[config.mk]
export PLATFORM = sky130hd
export DESIGN_NAME = core_seq_ctrl_flat
export DESIGN_NICKNAME = d
export VERILOG_FILES = /design/src/rtl/core_ctrl_pkg.sv /design/src/rtl/core_seq_ctrl_if.sv /design/src/rtl/core_fetch_timer.sv /design/src/rtl/core_seq_ctrl.sv /design/src/flat_wrapper.sv
export SDC_FILE = /design/constraint.sdc
export NUM_CORES = 1
export LEC_CHECK = 0
export CORE_ASPECT_RATIO = 2
export CORE_MARGIN = 3
export CORE_UTILIZATION = 46
export CTS_BUF_LIST = sky130_fd_sc_hd__clkbuf_8 sky130_fd_sc_hd__clkbuf_16
export CTS_CLUSTER_SIZE = 12
export DETAILED_ROUTE_END_ITERATION = 12
export PLACE_DENSITY_LB_ADDON = 0.15
export SYNTH_ARGS = -nofsm -noshare
export SYNTH_HDL_FRONTEND = slang
export SYNTH_HIERARCHICAL = 1
export SYNTH_SLANG_ARGS = --single-unit
[constraint.sdc]
create_clock -name ip_clk -period 2.8 [get_ports ip_clk]
set_clock_uncertainty 0.2 [all_clocks]
set_input_delay 0.84 -clock ip_clk [delete_from_list [all_inputs] [get_ports ip_clk]]
set_output_delay 0.84 -clock ip_clk [all_outputs]
set_load 0.02 [all_outputs]
[src/rtl/core_ctrl_pkg.sv]
// Shared types and constants for the Reg/Imm core sequencer.
// Latency: n/a (declarations only).
// Backpressure: n/a.
package core_ctrl_pkg;

  typedef enum logic [2:0] {
    ST_IDLE      = 3'd0,
    ST_FETCH     = 3'd1,
    ST_DECODE    = 3'd2,
    ST_EXECUTE   = 3'd3,
    ST_WRITEBACK = 3'd4,
    ST_HALT      = 3'd5
  } state_t;

  localparam logic [6:0] OPC_RTYPE = 7'b0110011;
  localparam logic [6:0] OPC_ITYPE = 7'b0010011;

  localparam logic [1:0] ERR_NONE    = 2'b00;
  localparam logic [1:0] ERR_ILLEGAL = 2'b01;
  localparam logic [1:0] ERR_TIMEOUT = 2'b10;

  localparam int PC_STEP = 4;

  // Only register/register and register/immediate ALU ops are executable.
  function automatic logic is_legal_opc(input logic [6:0] opc);
    return (opc == OPC_RTYPE) || (opc == OPC_ITYPE);
  endfunction

endpackage

[src/rtl/core_seq_ctrl_if.sv]
// Instruction-memory fetch bus: req/addr out, valid/rdata back.
// Latency: memory may take any number of cycles to assert imem_valid.
// Backpressure: requester holds imem_req/imem_addr until imem_valid.
interface core_seq_ctrl_if #(
  parameter int PC_WIDTH = 32
);
  logic                imem_req;
  logic [PC_WIDTH-1:0] imem_addr;
  logic                imem_valid;
  logic [31:0]         imem_rdata;

  modport master (
    output imem_req,
    output imem_addr,
    input  imem_valid,
    input  imem_rdata
  );

  modport slave (
    input  imem_req,
    input  imem_addr,
    output imem_valid,
    output imem_rdata
  );
endinterface

[src/rtl/core_fetch_timer.sv]
// Loadable/clearable up-counter that flags the cycle it would reach LIMIT.
// Latency: expire is combinational from the count and inc; count updates next edge.
// Backpressure: none; ports: clk, rst_n, load/load_val, clr, inc, expire.
module core_fetch_timer #(
  parameter  int LIMIT = 255,
  localparam int W     = $clog2(LIMIT + 1)
) (
  input  logic         clk,
  input  logic         rst_n,
  input  logic         load,
  input  logic [W-1:0] load_val,
  input  logic         clr,
  input  logic         inc,
  output logic         expire
);

  localparam logic [W-1:0] LAST = W'(LIMIT - 1);

  logic [W-1:0] cnt_q;

  always_ff @(posedge clk or negedge rst_n) begin
    if (!rst_n) begin
      cnt_q <= '0;
    end else if (load) begin
      cnt_q <= load_val;
    end else if (clr) begin
      cnt_q <= '0;
    end else if (inc) begin
      cnt_q <= cnt_q + W'(1);
    end
  end

  // Asserted on the increment that takes the count to LIMIT, so the owner
  // can act on the same edge the limit is reached.
  assign expire = inc && (cnt_q == LAST);

endmodule

[src/rtl/core_seq_ctrl.sv]
// Multi-cycle sequencer: FETCH/DECODE/EXECUTE/WRITEBACK with PC, IR, retire count, sticky halt.
// Latency: 4 cycles per instruction with zero-wait memory, +1 per memory wait cycle.
// Backpressure: stalls in FETCH until imem_valid; halts with timeout after TIMEOUT_CYCLES waits.
// Ports: ip_clk/ip_rst_n, ip_run enable, imem fetch bus, decoder/ALU/RF strobes, pc/count/halt/err status.
module core_seq_ctrl
  import core_ctrl_pkg::*;
#(
  parameter int                  PC_WIDTH       = 32,
  parameter logic [PC_WIDTH-1:0] RESET_PC       = '0,
  parameter int                  TIMEOUT_CYCLES = 255
) (
  input  logic                ip_clk,
  input  logic                ip_rst_n,
  input  logic                ip_run,
  core_seq_ctrl_if.master     imem,
  output logic [31:0]         op_instr,
  output logic                op_instr_valid,
  output logic                op_alu_en,
  output logic                op_rf_we,
  output logic [PC_WIDTH-1:0] op_pc,
  output logic [31:0]         op_retired_cnt,
  output logic                op_halted,
  output logic [1:0]          op_err_code
);

  localparam int TW = $clog2(TIMEOUT_CYCLES + 1);

  state_t              state_q, state_d;
  logic [PC_WIDTH-1:0] pc_q;
  logic [31:0]         ir_q;
  logic [31:0]         retired_q;
  logic [1:0]          err_q;

  logic in_fetch;
  logic fetch_ok;
  logic fetch_wait;
  logic tmo_expire;
  logic opc_legal;

  assign in_fetch   = (state_q == ST_FETCH);
  assign fetch_ok   = in_fetch && imem.imem_valid;
  assign fetch_wait = in_fetch && !imem.imem_valid;
  assign opc_legal  = is_legal_opc(ir_q[6:0]);

  core_fetch_timer #(
    .LIMIT (TIMEOUT_CYCLES)
  ) u_fetch_timer (
    .clk      (ip_clk),
    .rst_n    (ip_rst_n),
    .load     (1'b0),
    .load_val ({TW{1'b0}}),
    .clr      (fetch_ok),
    .inc      (fetch_wait),
    .expire   (tmo_expire)
  );

  // State register
  always_ff @(posedge ip_clk or negedge ip_rst_n) begin
    if (!ip_rst_n) begin
      state_q <= ST_IDLE;
    end else begin
      state_q <= state_d;
    end
  end

  // Next-state logic. In FETCH a valid beats an expiring timer.
  always_comb begin
    state_d = state_q;
    case (state_q)
      ST_IDLE:      if (ip_run) state_d = ST_FETCH;
      ST_FETCH: begin
        if (imem.imem_valid)  state_d = ST_DECODE;
        else if (tmo_expire)  state_d = ST_HALT;
      end
      ST_DECODE:    state_d = opc_legal ? ST_EXECUTE : ST_HALT;
      ST_EXECUTE:   state_d = ST_WRITEBACK;
      ST_WRITEBACK: state_d = ip_run ? ST_FETCH : ST_IDLE;
      ST_HALT:      state_d = ST_HALT;
      default:      state_d = ST_IDLE;
    endcase
  end

  // Outputs decoded from state only, so reset drops the fetch request at once.
  always_comb begin
    imem.imem_req  = 1'b0;
    op_instr_valid = 1'b0;
    op_alu_en      = 1'b0;
    op_rf_we       = 1'b0;
    op_halted      = 1'b0;
    case (state_q)
      ST_FETCH:     imem.imem_req = 1'b1;
      ST_DECODE:    op_instr_valid = 1'b1;
      ST_EXECUTE: begin
        op_instr_valid = 1'b1;
        op_alu_en      = 1'b1;
      end
      ST_WRITEBACK: begin
        op_instr_valid = 1'b1;
        op_rf_we       = 1'b1;
      end
      ST_HALT:      op_halted = 1'b1;
      default:      ;
    endcase
  end

  // IR only loads on a successful fetch, so it holds through DECODE..WRITEBACK
  // and across IDLE/HALT until the next fetch completes.
  always_ff @(posedge ip_clk or negedge ip_rst_n) begin
    if (!ip_rst_n) begin
      ir_q <= '0;
    end else if (fetch_ok) begin
      ir_q <= imem.imem_rdata;
    end
  end

  // PC and retire count advance together on WRITEBACK exit; both wrap naturally.
  always_ff @(posedge ip_clk or negedge ip_rst_n) begin
    if (!ip_rst_n) begin
      pc_q      <= RESET_PC;
      retired_q <= '0;
    end else if (state_q == ST_WRITEBACK) begin
      pc_q      <= pc_q + PC_WIDTH'(PC_STEP);
      retired_q <= retired_q + 32'd1;
    end
  end

  // Error code is written only on the edge that enters HALT, then held.
  always_ff @(posedge ip_clk or negedge ip_rst_n) begin
    if (!ip_rst_n) begin
      err_q <= ERR_NONE;
    end else if ((state_q == ST_DECODE) && !opc_legal) begin
      err_q <= ERR_ILLEGAL;
    end else if (fetch_wait && tmo_expire) begin
      err_q <= ERR_TIMEOUT;
    end
  end

  assign imem.imem_addr = pc_q;
  assign op_pc          = pc_q;
  assign op_instr       = ir_q;
  assign op_retired_cnt = retired_q;
  assign op_err_code    = err_q;

endmodule

[src/flat_wrapper.sv]
// flat-port wrapper written by rule: the top's interface ports become plain ports
module core_seq_ctrl_flat import core_ctrl_pkg::*;
#(
  parameter int                  PC_WIDTH       = 32,
  parameter logic [PC_WIDTH-1:0] RESET_PC       = '0,
  parameter int                  TIMEOUT_CYCLES = 255
)
  (ip_clk, ip_rst_n, ip_run, op_instr, op_instr_valid, op_alu_en, op_rf_we, op_pc, op_retired_cnt, op_halted, op_err_code, imem_imem_req, imem_imem_addr, imem_imem_valid, imem_imem_rdata);
  core_seq_ctrl_if #(.PC_WIDTH(PC_WIDTH)) imem_i ();
  input  logic ip_clk;
  input  logic ip_rst_n;
  input  logic ip_run;
  output logic [31:0] op_instr;
  output logic op_instr_valid;
  output logic op_alu_en;
  output logic op_rf_we;
  output logic [PC_WIDTH-1:0] op_pc;
  output logic [31:0] op_retired_cnt;
  output logic op_halted;
  output logic [1:0] op_err_code;
  output wire logic [$bits(imem_i.imem_req)-1:0] imem_imem_req;
  output wire logic [$bits(imem_i.imem_addr)-1:0] imem_imem_addr;
  input wire logic [$bits(imem_i.imem_valid)-1:0] imem_imem_valid;
  input wire logic [$bits(imem_i.imem_rdata)-1:0] imem_imem_rdata;
  assign imem_imem_req = imem_i.imem_req;
  assign imem_imem_addr = imem_i.imem_addr;
  assign imem_i.imem_valid = imem_imem_valid;
  assign imem_i.imem_rdata = imem_imem_rdata;
  core_seq_ctrl #(.PC_WIDTH(PC_WIDTH), .RESET_PC(RESET_PC), .TIMEOUT_CYCLES(TIMEOUT_CYCLES)) u_core (.ip_clk(ip_clk), .ip_rst_n(ip_rst_n), .ip_run(ip_run), .imem(imem_i), .op_instr(op_instr), .op_instr_valid(op_instr_valid), .op_alu_en(op_alu_en), .op_rf_we(op_rf_we), .op_pc(op_pc), .op_retired_cnt(op_retired_cnt), .op_halted(op_halted), .op_err_code(op_err_code));
endmodule
Yosys cells after proc, flatten, opt, wreduce, memory -nomap -nowiden
Cells that the tools add are included.

operators by class
  $lt $le $gt $ge = 0
  $add $sub $neg = 3
  bitwise gates (word level) = 0
  mux-type cells = 15
  eq/ne operators = 10
  shifts and indexed selects = 0
  $mul = 0
  div/mod/pow operators = 0
  reduce and logical (&&, ||, !) cells = 13

operators with widths
  operator                 count
  $add A32 B1 Y32 const B  1
  $add A32 B3 Y32 const B  1
  $pmux W3 S6              1
  $mux W8                  2
  $mux W3                  4
  $add A8 B1 Y8 const B    1
  $eq A8 B8 Y1 const B     1
  $eq A7 B5 Y1 const B     1
  $eq A7 B6 Y1 const B     1
  $eq A3 B2 Y1 const B     2
  $eq A3 B3 Y1 const B     2
  $mux W1                  6
  $logic_and A1 B1 Y1      5
  $mux W2                  2
  $reduce_bool A2 Y1       2
  $eq A3 B1 Y1 const B     1
  $logic_not A3 Y1         1
  $ne A3 B3 Y1 const B     1
  $reduce_or A3 Y1         1
  $logic_not A1 Y1         2
  $ne A2 B2 Y1 const B     1
  $reduce_and A2 Y1        1
  $logic_or A1 B1 Y1       1

word-level totals
  register bits after elaboration = 109
  logic and storage cells = 47
  input bits = 36
  latch bits = 0
  bits in writable memories = 0
  memory bits (read-only) = 0
  memories kept = 0

Depth between registers and ports, before layout
Gate-level depths: netlist of run 1.

  depth in word-level cells = 6
  depth in mapped cells = 10
  depth with buffers taken out = 8

Modules after synthesis
The synthesis of run 1 kept the hierarchy.

by module, submodules not included
  module            cells an instance  area an instance (um^2)  sequential area each (um^2)  times used
  core_seq_ctrl     399                4583.1                   2477.4                       1
  core_fetch_timer  47                 478.0                    200.2                        1

Worst setup path before layout of run 1
No wires, ideal clock.

  path type = input to register
  start = in imem_imem_valid
  end = reg u_core.u_fetch_timer.cnt_q[7]
  required time = 2474 ps
  buffers on the path = 2
  library setup time = 126 ps
  stages on the path = 6
  arrival = 2178 ps
  setup slack = 296 ps
  path through = and3_1 clkbuf_1 clkbuf_1 nor2_1 o311a_1 a221o_1

on the way
  elaborated cells between the ends (all ways) = 5
  classes of those cells = mux (1); reduce/logical (4)

RTL lines
  item                                                  RTL line                RTL
  from (decl)                                           flat_wrapper.sv:23      input wire logic [$bits(imem_i.imem_valid)-1:0] imem_imem_valid;
  $logic_and A1 B1 Y1 *                                 core_seq_ctrl.sv:41     assign fetch_ok = in_fetch && imem.imem_valid;
  named net u_core.fetch_ok                             core_seq_ctrl.sv:35     logic fetch_ok;
  $mux W8 / $reduce_bool A2 Y1 (equally long branches)  --
  to (signal assigned)                                  core_fetch_timer.sv:25  cnt_q <= load_val;
  to (signal assigned)                                  core_fetch_timer.sv:29  cnt_q <= cnt_q + W'(1);
  to (decl)                                             core_fetch_timer.sv:19  logic [W-1:0] cnt_q;

The timed path passes the listed nets; every way through them passes the cells marked *.
A chain may end at the register's enable or synchronous reset.

Worst setup path in the final report of run 1
  start = reg u_core.state_q[1]
  end = out op_instr_valid

on the way
  cells in the longest elaborated chain, start to end = 3
  elaborated cells between the ends (all ways) = 5
  classes of those cells = eq/ne (3); mux (1); reduce/logical (1)

ends and longest elaborated chain
  item                                                 RTL line             RTL
  from (decl)                                          core_seq_ctrl.sv:28  state_t state_q, state_d;
  from (signal assigned)                               core_seq_ctrl.sv:62  state_q <= state_d;
  $eq A3 B2 Y1 / $eq A3 B3 Y1 (equally long branches)  core_seq_ctrl.sv:90  case (state_q)
  $reduce_or A3 Y1 (no source line) *                  --
  $mux W1 *                                            core_seq_ctrl.sv:90
  to (decl)                                            flat_wrapper.sv:14   output logic op_instr_valid;

Every way passes the cells marked *; elsewhere a longest branch is shown, timed or not.

==> summary.md, run 1 <==
| Metric | Value |
|---|---|
| Vias in the first global route | between 4000 and 5000 |
| Total negative setup slack | 0 ps |
| Worst hold path class | in -> async |
| Sequential cell area fraction in the yosys report | 52.9% |
| Number of antenna violations at the first check in global routing | 0 |
| # port buffers | 166 |
| Antenna-violating nets left | 0 |
| Tmin final | 2640 ps |
| Multi-input gate area in the final layout | 2080 um2 |
| Starting density of the core | 47.7% |
| Minimum setup slack after placement | 58.9 ps |
| Largest buffer count on any clock path | 2 |
| Maximum clock frequency | 379 MHz |
| Master cell of the clock root buffer | clkbuf_16 |
| Placed wire-length estimate after detailed placement | 9640 um |
| Worst path required time | 1760 ps |
| Core outline area | 10600 um2 |
| Critical Path, Cell by Cell | or3b_1 > nand2_1 > dlygate4sd2_1 |
| Peak per-stage delay on the critical path | around 450 ps |
| Pwr Density | a little under 800 nW/um2 |
| Count of unique library cells instantiated by Yosys | between 40 and 50 |
| Pins over their slew limit | 0 |
| Vias after detailed routing | 3907 |
| Synth area leader | dfrtp_1 |
| Insertion delay to the later sink of the worst-skew pair | 340 ps |
| Area growth from synthesis to layout | 39.5% |
| Arrival time of data at the critical path endpoint | 1600 ps |
| Post-CTS setup buffers | 0 |
| Tightest Pin Transition | 552 ps |
| Synthesis Warnings | 6 |
| Most frequent cells after synthesis | 107 x dfrtp_1, 55 x xnor2_1, 38 x nand2_1 |
| Mean routed wirelength per cell | 16.9 um |
| RSZ-0062 raised after global routing | false |
| VDD IR-drop max | 0.000521 V |
| Maximum net fanout on the critical path | 3 |
| Initial DRC Count | 162 |
| Max-slew headroom | a little over three fifths |
| Overflow left after global routing | 0 |
| Final estimated routing congestion in global placement | 0.851 |
| Count of endpoints failing setup in the final report | 0 |
| Final worst-path cycle share | 94.2% |
| Fraction of final layout cells with drive strength greater than 1 | 11.5% |
| Net count reported at finish | between 600 and 700 |
| CTS H-tree depth | 3 |
| Most instantiated library cell after synthesis | dfrtp_1 |
| Number of enable flip-flop cells after synthesis | 0 |
| Number of buffers created by CTS | 9 |
| Number of antenna cells inserted | 0 |
| PnR worst setup slack | approximately 160 ps |
| Total detailed-routing wirelength | 12700 um |
| Row count | 53 |
| Overall track demand over capacity in global routing | 21.3% |
| Main synth FF type | dfrtp_1 |
| Height of the die | 154 um |
| Clk sinks | 107 |
| Clock transition at the registers of the reported paths | 70 ps |
| Sequential standard cell area | 2680 um2 |
| Outcome | finished clean |
| Via-to-Cell Ratio | 5.23 |
| Post-synth design cell area | 5060 um2 |
| Die Span X | 80.2 um |
| TritonCTS clock tree | yes |
| Initial DRT Pass Iterations | 6 |
| Total Die Area | between 10000 and 15000 um2 |
| Async S/R FF share, synth | 100% |
| Number of hold-slack violations in the final timing report | 0 |
| Leakage power total | 2.96 nW |
| Most area-consuming cells after synthesis | dfrtp_1 53%, xnor2_1 9.5%, mux2_2 7.1%, buf_4 5.0%, nand4_1 3.7% |
| Number of inserted filler cells in the final layout | 887 |
| Slowest cell on the critical path | or3b_1 |
| Worst Setup End Kind | output port |
| Pin count of the biggest net entering global routing | 42 |
| #FFs+latches synth | 107 |
| Max capacitance violation total | 0 |
| CTS hold repair buffers | 0 |
| Launching element type of the critical path | flop |
| Synth Instances | 446 |
| Critical Setup Path Class | reg -> out |
| Wire length of the first global-routing pass | 20800 um |
| Drc violations | 0 |
| Total I/O pin count | between 150 and 200 |
| Synth top area share | about 53% |
| Post-synthesis area per instance | between 10 and 15 um2 |
-- cells by family after synthesis --
kind of cell	count (synthesis)	synth area share, %
AND/OR/NAND/NOR	158	17.5
flip-flops	107	52.9
XOR/XNOR	64	11.1
buffers and inverters	58	7.17
multiplexers	32	7.12
AO/OA/AOI/OAI	22	3.16
adder cells (fa/ha/maj)	4	0.989
other	1	0.0741
-- stage by stage --
stage / util (%) / hold WS, ps / power [W] / cells / cell area, um2
finish: 66.5 / 234 / 0.00545 / 747 / 7060
CTS: 66.5 / 241 / 0.00552 / 747 / 7060
floorplan: - / 291 / 0.00329 / 461 / 5120
global route: 66.5 / 257 / 0.00573 / 747 / 7060
detailed placement: 63.9 / 269 / 0.00431 / 731 / 6780
global placement: 63.9 / 270 / 0.00425 / 731 / 6780
-- sequential cells by signal (all words and copies together), names as in the netlist --
name	count
u_core/imem.imem_addr	30
u_core/op_err_code	2
u_core/u_fetch_timer/cnt_q	8
u_core/state_q	3
u_core/op_retired_cnt	32
u_core/op_instr	32
-- power breakdown --
group	switching, W	leakage (nW)	internal, W
registers	0.000278	1.39	0.00188
logic	0.00103	1.43	0.00105
clock network	0.000569	0.139	0.000636
-- worst paths after layout --
| path | startpoint | endpoint | slack [ps] | depth (start not counted) |
|---|---|---|---|---|
| max | u_core/state_q[1] | op_instr_valid | 160 | 3 |
| min | ip_rst_n | u_core/u_fetch_timer/cnt_q[6] | 230 | 1 |
| max reg2reg | u_core/state_q[1] | u_core/imem.imem_addr[28] | 380 | 5 |
| min reg2reg | u_core/op_retired_cnt[31] | u_core/op_retired_cnt[31] | 280 | 1 |
| max in group asynchronous | ip_rst_n | u_core/imem.imem_addr[15] | 1600 | 2 |
| min in group ip_clk | u_core/op_retired_cnt[31] | u_core/op_retired_cnt[31] | 280 | 1 |
-- worst max-delay path, delay by kind of cell, from the launching register on --
| family | cells | cell delay [ps] |
|---|---|---|
| flip-flops | 1 | 370 |
| AND/OR/NAND/NOR | 2 | 550 |
| buffers and inverters | 1 | 340 |
-- timing repair --
action	CTS	global route
hold endpoints to repair	0	0
endpoints found under the setup margin	5	0
gates resized for setup	5	0
-- layer usage --
layer	track usage, %	routed length (um)
met5	0	0
met4	9.83	384
met3	3.03	476
met2	39.0	7170
met1	23.4	4620
-- final cells by class --
cell class	count	share of cell area, %
flip-flops and latches	107	37.9
multi-input cells	296	29.4
clock buffers	10	3.38
repair buffers	183	25.7
inverters	8	0.425
clock inverters	6	0.673
well taps	137	2.43
-- cell usage in the layout (no fill, tap or decap), types with 5 or more instances in the layout --
cell type | netlist | routed
a21oi_1 | 5 | 5
and3_1 | 14 | 14
and4_1 | 5 | 5
buf_4 | 34 | 15
clkbuf_16 | 0 | 9
clkdlybuf4s50_1 | 0 | 160
conb_1 | 1 | 16
dfrtp_1 | 107 | 107
dlygate4sd2_1 | 0 | 5
inv_1 | 8 | 8
mux2_2 | 32 | 32
nand2_1 | 38 | 38
nand3_1 | 23 | 23
nand4_1 | 30 | 30
nor2_1 | 12 | 12
nor3_1 | 7 | 7
nor4_1 | 7 | 7
xnor2_1 | 55 | 55
xor2_1 | 9 | 9
Power figures use the tool's default switching activity.
==> inputs of run 2 (changes only) <==
Settings changed: CORE_UTILIZATION 46 to 45.
==> run 2 against run 1 <==
Against the previous run:
- non-clock buffer count is the same
- fmax shrank 2.1%
- critical path depth is the same
- core utilization shrank 2.3 points
- cell count grew 0.40%
- critical endpoint is now op_rf_we
- clock power is essentially flat
- worst setup slack lost 57 ps
==> summary.md, run 2 (synthesis results as in run 1) <==
| Metric | Value |
|---|---|
| Worst path required time | 1760 ps (about the same) |
| Highest-count cells in the layout ignoring fill and taps | 160 x clkdlybuf4s50_1, 107 x dfrtp_1, 55 x xnor2_1, 38 x nand2_1, 32 x mux2_2 |
| Fin util | 64.3% (-2.3 points) |
| Clock transition at the registers of the reported paths | 60 ps (about the same) |
| Initial DRC Count | 202 (+25%) |
| Worst Setup End Kind | output port |
| Number of antenna violations at the first check in global routing | 0 (unchanged) |
| Number of buffers created by CTS | 9 (unchanged) |
| Most common library cell in the layout ignoring fill and taps | clkdlybuf4s50_1 |
| Area growth from synthesis to layout | 39.0% |
| Worst Min Path Start | u_core/op_retired_cnt[31] |
| Pins over their slew limit | 0 (unchanged) |
| Via-to-Cell Ratio | 5.30 (+1.4%) |
| Outcome | finished clean |
| Count of cell instances traversed by the critical path | 3 (unchanged) |
| Largest buffer count on any clock path | 2 (unchanged) |
| Number of antenna cells inserted | 0 (unchanged) |
| Peak per-stage delay on the critical path | 460 ps (about the same) |
| Cell class contributing the biggest share of worst-path delay | buffers and inverters |
| Overflow left after global routing | 0 (unchanged) |
| R2R Path End | u_core/imem.imem_addr[30] |
| Cell depth of the worst flop-to-flop path | 5 (unchanged) |
| Mean routed wirelength per cell | 17.0 um (+0.14%) |
| Total I/O pin count | 171 (unchanged) |
| Timing endpoint of the critical path | op_rf_we |
| CTS H-tree depth | 3 (unchanged) |
| Pwr Density | 769 nW/um2 (-0.45%) |
| VDD IR-drop max | 0.000517 V (-0.65%) |
| Total detailed-routing wirelength | 12700 um (+0.55%) |
| Number of hold-slack violations in the final timing report | 0 (unchanged) |
| Initial DRT Pass Iterations | 4 (-2) |
| Tmin final | 2690 ps (+57.0 ps) |
| Antenna-violating nets left | 0 (unchanged) |
| Wire length of the first global-routing pass | 20600 um (-0.93%) |
| Tightest Pin Transition | 581 ps (+29.1 ps) |
| Maximum net fanout on the critical path | 3 (unchanged) |
| Die Span X | 81.0 um (+1.0%) |
| Arrival time of data at the critical path endpoint | 1650 ps (+50 ps) |
| Maximum clock frequency | 371 MHz (-2.1%) |
| Slowest cell on the critical path | or3b_1 |
| Leakage power total | 2.95 nW (-0.33%) |
| Clk sinks | 107 (unchanged) |
| Launching element type of the critical path | flop |
| Vias in the first global route | 4145 (-0.36%) |
| Core outline area | 10900 um2 (+3.2%) |
| Count of endpoints failing setup in the final report | 0 (unchanged) |
| Pin count of the biggest net entering global routing | 69 (+64%) |
| Placed wire-length estimate after detailed placement | 9590 um (-0.52%) |
| RSZ-0062 raised after global routing | false |
| Final estimated routing congestion in global placement | 0.798 (-6.2%) |
| Master cell of the clock root buffer | clkbuf_16 |
| Insertion delay to the later sink of the worst-skew pair | 350 ps (about the same) |
| Max-slew headroom | 60.9% (-2.0 points) |
| Critical Path, Cell by Cell | or3b_1 > inv_1 > dlygate4sd2_1 |
| Final worst-path cycle share | 96.2% (+2.0 points) |
| Max capacitance violation total | 0 (unchanged) |
| Number of inserted filler cells in the final layout | 958 (+8.0%) |
| Reg-to-reg critical path startpoint | u_core/state_q[1] |
| Worst hold path class | reg -> reg |
| Total Die Area | 12600 um2 (+2.1%) |
| Height of the die | 156 um (+1.1%) |
| Sequential standard cell area | 2680 um2 (unchanged) |
| Vias after detailed routing | 3977 (+1.8%) |
| # port buffers | 166 (unchanged) |
| Setup slack of the worst register-to-register path | 360 ps (-20 ps) |
| Row count | 54 (+1.9%) |
| Buf+Inv Stages, Crit Path | 2 (+1) |
| Overall track demand over capacity in global routing | 21.1% (-0.18 points) |
| Critical Setup Path Class | reg -> out |
| Starting density of the core | 46.2% (-1.5 points) |
| Multi-input gate area in the final layout | 2080 um2 (unchanged) |
| Fraction of final layout cells with drive strength greater than 1 | 11.1% (-0.33 points) |
| Start point of the critical path | u_core/state_q[1] |
| Drc violations | 0 (unchanged) |
| TritonCTS clock tree | yes |
| CTS hold repair buffers | 0 (unchanged) |
| Total negative setup slack | 0 ps (unchanged) |
| Net count reported at finish | 645 (unchanged) |
run 2: cell count changes in the layout (fill, tap and decap cells not counted):
cell and change:
buf_4 +1, buf_12 -1, clkinvlp_4 +1, clkinv_4 -1, clkbuf_8 -1, inv_6 -1
inv_1 +2
run 2: cell type report:
class	instances	area share (%)
flip-flops and latches	107	38.1
multi-input cells	296	29.5
repair buffers	183	25.7
clock buffers	9	3.20
well taps	140	2.49
clock inverters	7	0.640
inverters	8	0.427
run 2: worst min path at each step:
stage                     cells after the start  slack (ps)                        end
after floorplan                               1         290          u_core/state_q[1]
after global placement                        1         260  u_core/op_retired_cnt[31]
after detailed placement                      1         270  u_core/op_retired_cnt[31]
after CTS                                     1         280  u_core/op_retired_cnt[31]
after global routing                          1         290  u_core/op_retired_cnt[31]
final                                         1         270  u_core/op_retired_cnt[31]
run 2: timing repair:
| item | 4_1_cts | 5_1_grt |
|---|---|---|
| buffers inserted | 0 | 0 |
| setup endpoints to repair | 5 | 0 |
| gates resized for setup | 5 | 0 |
run 2: metal layers:
layer | wire length [um] | part of all wire (%) | global-route usage, %
met2 | 7470 | 59 | 40.1
met3 | 597 | 4.7 | 4.80
met4 | 312 | 2.5 | 8.38
met5 | 0 | 0 | 0
met1 | 4340 | 34 | 21.3
run 2: power by group:
part           leakage [nW]  internal (W)  switching, W
logic                  1.42       0.00105       0.00103
registers              1.39       0.00188      0.000279
clock network         0.134      0.000600      0.000566
run 2: stage by stage:
| stage | setup slack, ps | area, um2 | cells | power (W) | hold slack (ps) |
|---|---|---|---|---|---|
| after floorplan | 296 | 5120 | 461 | 0.00329 | 291 |
| after global placement | 68.3 | 6770 | 734 | 0.00426 | 261 |
| after detailed placement | 7.21 | 6770 | 734 | 0.00432 | 275 |
| after CTS | 64.9 | 7040 | 750 | 0.00547 | 284 |
| after global routing | 40.7 | 7040 | 750 | 0.00569 | 295 |
| final | 105 | 7040 | 750 | 0.00541 | 273 |
==> inputs of run 3 (changes only) <==
Settings changed: CORE_ASPECT_RATIO 2 to not set.
==> run 3 against run 2 <==
Against the previous run:
- cell count rose by 0.13%
- hold slack worse by 5.9 ps
- core utilization grew 0.47 points
- largest cell class unchanged
- cell area up 0.64%
- worst setup slack better by 27 ps
- highest routed layer unchanged
- first-iteration DRC count fell by 30%
- global-route usage down 2.4 points
- die area fell by 0.61%
==> summary.md, run 3 (synthesis results as in run 1) <==
| Metric | Value |
|---|---|
| Overall track demand over capacity in global routing | 18.7% (-2.4 points) |
| Number of placed cells counting well taps | 735 (+0.14%) |
| Number of antenna cells inserted | 0 (unchanged) |
| Worst path required time | 1760 ps (about the same) |
| Row count | 38 (-30%) |
| Master cell of the clock root buffer | clkbuf_16 |
| Height of the die | 112 um (-28%) |
| Number of inserted filler cells in the final layout | 916 (-4.4%) |
| Fin util | 64.7% (+0.47 points) |
| Tightest Pin Transition | 533 ps (-48.4 ps) |
| Fraction of final layout cells with drive strength greater than 1 | 11.6% (+0.47 points) |
| Critical Setup Path Class | reg -> out |
| Worst hold path class | in -> async |
| Pwr Density | 770 nW/um2 (+0.11%) |
| Vias in the first global route | 3878 (-6.4%) |
| Initial DRT Pass Iterations | 4 (unchanged) |
| Via-to-Cell Ratio | 5.13 (-3.3%) |
| Worst Setup End Kind | output port |
| Pin count of the biggest net entering global routing | 43 (-38%) |
| Max capacitance violation total | 0 (unchanged) |
| Placed wire-length estimate after detailed placement | 8450 um (-12%) |
| Overflow left after global routing | 0 (unchanged) |
| Clk sinks | 107 (unchanged) |
| PnR worst setup slack | 133 ps (+27.2 ps) |
| Final worst-path cycle share | 95.3% (-0.97 points) |
| Maximum net fanout on the critical path | 4 (+1) |
| Net count reported at finish | 646 (+0.16%) |
| Launching element type of the critical path | flop |
| Antenna-violating nets left | 0 (unchanged) |
| Leakage power total | 2.97 nW (+0.79%) |
| Most common library cell in the layout ignoring fill and taps | clkdlybuf4s50_1 |
| Maximum clock frequency | 375 MHz (+1.0%) |
| Arrival time of data at the critical path endpoint | 1630 ps (-20 ps) |
| Total power consumption of the routed design | 0.00545 W (+0.75%) |
| Mean routed wirelength per cell | 15.3 um (-9.9%) |
| Wire length of the first global-routing pass | 19200 um (-6.9%) |
| Total detailed-routing wirelength | 11500 um (-9.7%) |
| Sequential standard cell area | 2680 um2 (unchanged) |
| CTS H-tree depth | 3 (unchanged) |
| Final estimated routing congestion in global placement | 0.827 (+3.6%) |
| Multi-input gate area in the final layout | 2080 um2 (unchanged) |
| Highest-count cells in the layout ignoring fill and taps | 160 x clkdlybuf4s50_1, 107 x dfrtp_1, 55 x xnor2_1, 38 x nand2_1, 32 x mux2_2 |
| RSZ-0062 raised after global routing | false |
| Initial DRC Count | 142 (-30%) |
| # port buffers | 166 (unchanged) |
| Number of hold-slack violations in the final timing report | 0 (unchanged) |
| Insertion delay to the later sink of the worst-skew pair | 330 ps (-20 ps) |
| Core outline area | 10900 um2 (about the same) |
| Starting density of the core | 46.3% (about the same) |
| Count of endpoints failing setup in the final report | 0 (unchanged) |
| Vias after detailed routing | 3850 (-3.2%) |
| VDD IR-drop max | 0.000636 V (+23%) |
| Clock transition at the registers of the reported paths | 70 ps (about the same) |
| Largest buffer count on any clock path | 2 (unchanged) |
| Total I/O pin count | 171 (unchanged) |
| Number of antenna violations at the first check in global routing | 0 (unchanged) |
| TritonCTS clock tree | yes |
| Outcome | finished clean |
| Number of standard cells in the final layout excluding fillers | 751 (+0.13%) |
| Total negative setup slack | 0 ps (unchanged) |
| Pins over their slew limit | 0 (unchanged) |
| Tmin final | 2670 ps (-27.2 ps) |
| Minimum setup slack after placement | 5.97 ps (-1.24 ps) |
| Max-slew headroom | 64.2% (+3.3 points) |
| Drc violations | 0 (unchanged) |
| Area growth from synthesis to layout | 39.9% |
| Total Die Area | 12600 um2 (-0.61%) |
| Die Span X | 112 um (+38%) |
| Number of buffers created by CTS | 9 (unchanged) |
[run 3: cell count changes in the layout (fill, tap and decap cells not counted), sizes merged]
cell / change
buf: +1
clkbuf: +2
clkinv: -1
clkinvlp: -2
inv: +1
[run 3: metrics by stage]
stage / cell area, um2 / hold WS [ps]
after floorplan: 5120 / 291
after global placement: 6790 / 265
after detailed placement: 6790 / 266
after CTS: 7080 / 268
after global routing: 7080 / 272
final: 7080 / 267
[run 3: final cells by class]
type                    instances  share of cell area [%]
flip-flops and latches        107                    37.8
multi-input cells             296                    29.3
repair buffers                184                    25.8
clock buffers                  11                    3.57
well taps                     140                    2.47
clock inverters                 5                   0.601
inverters                       8                   0.424
[run 3: critical path: stages, from the launching register on]
cell and delay [ps]:
dfrtp_1 370, or3b_1 460, inv_1 110, dlygate4sd2_1 360
[run 3: what timing repair did]
item / 4_1_cts / 5_1_grt
hold buffers: 0 / 0
gates resized for setup: 5 / 0
setup buffers: 0 / 0
endpoints found under the setup margin: 5 / 0
[run 3: final timing paths]
kind / slack (ps) / endpoint / depth (start not counted) / start
min reg2reg: 280 / u_core/op_retired_cnt[31] / 1 / u_core/op_retired_cnt[31]
max in group asynchronous: 1520 / u_core/imem.imem_addr[7] / 2 / ip_rst_n
max reg2reg: 400 / u_core/imem.imem_addr[28] / 5 / u_core/state_q[1]
max: 130 / op_rf_we / 3 / u_core/state_q[1]
min: 270 / u_core/u_fetch_timer/cnt_q[6] / 1 / ip_rst_n
min in group ip_clk: 280 / u_core/op_retired_cnt[31] / 1 / u_core/op_retired_cnt[31]
[run 3: power breakdown]
part | total [W] | switching [W] | internal [W]
Sequential | 0.00215 | 0.000266 | 0.00188
Combinational | 0.00206 | 0.00101 | 0.00106
Clock | 0.00124 | 0.000572 | 0.000667
[run 3: per-layer routing]
layer,track usage [%],wire [um]
met1,24.0,4950
met2,31.3,5610
met3,5.88,771
met4,4.41,152
met5,0,0
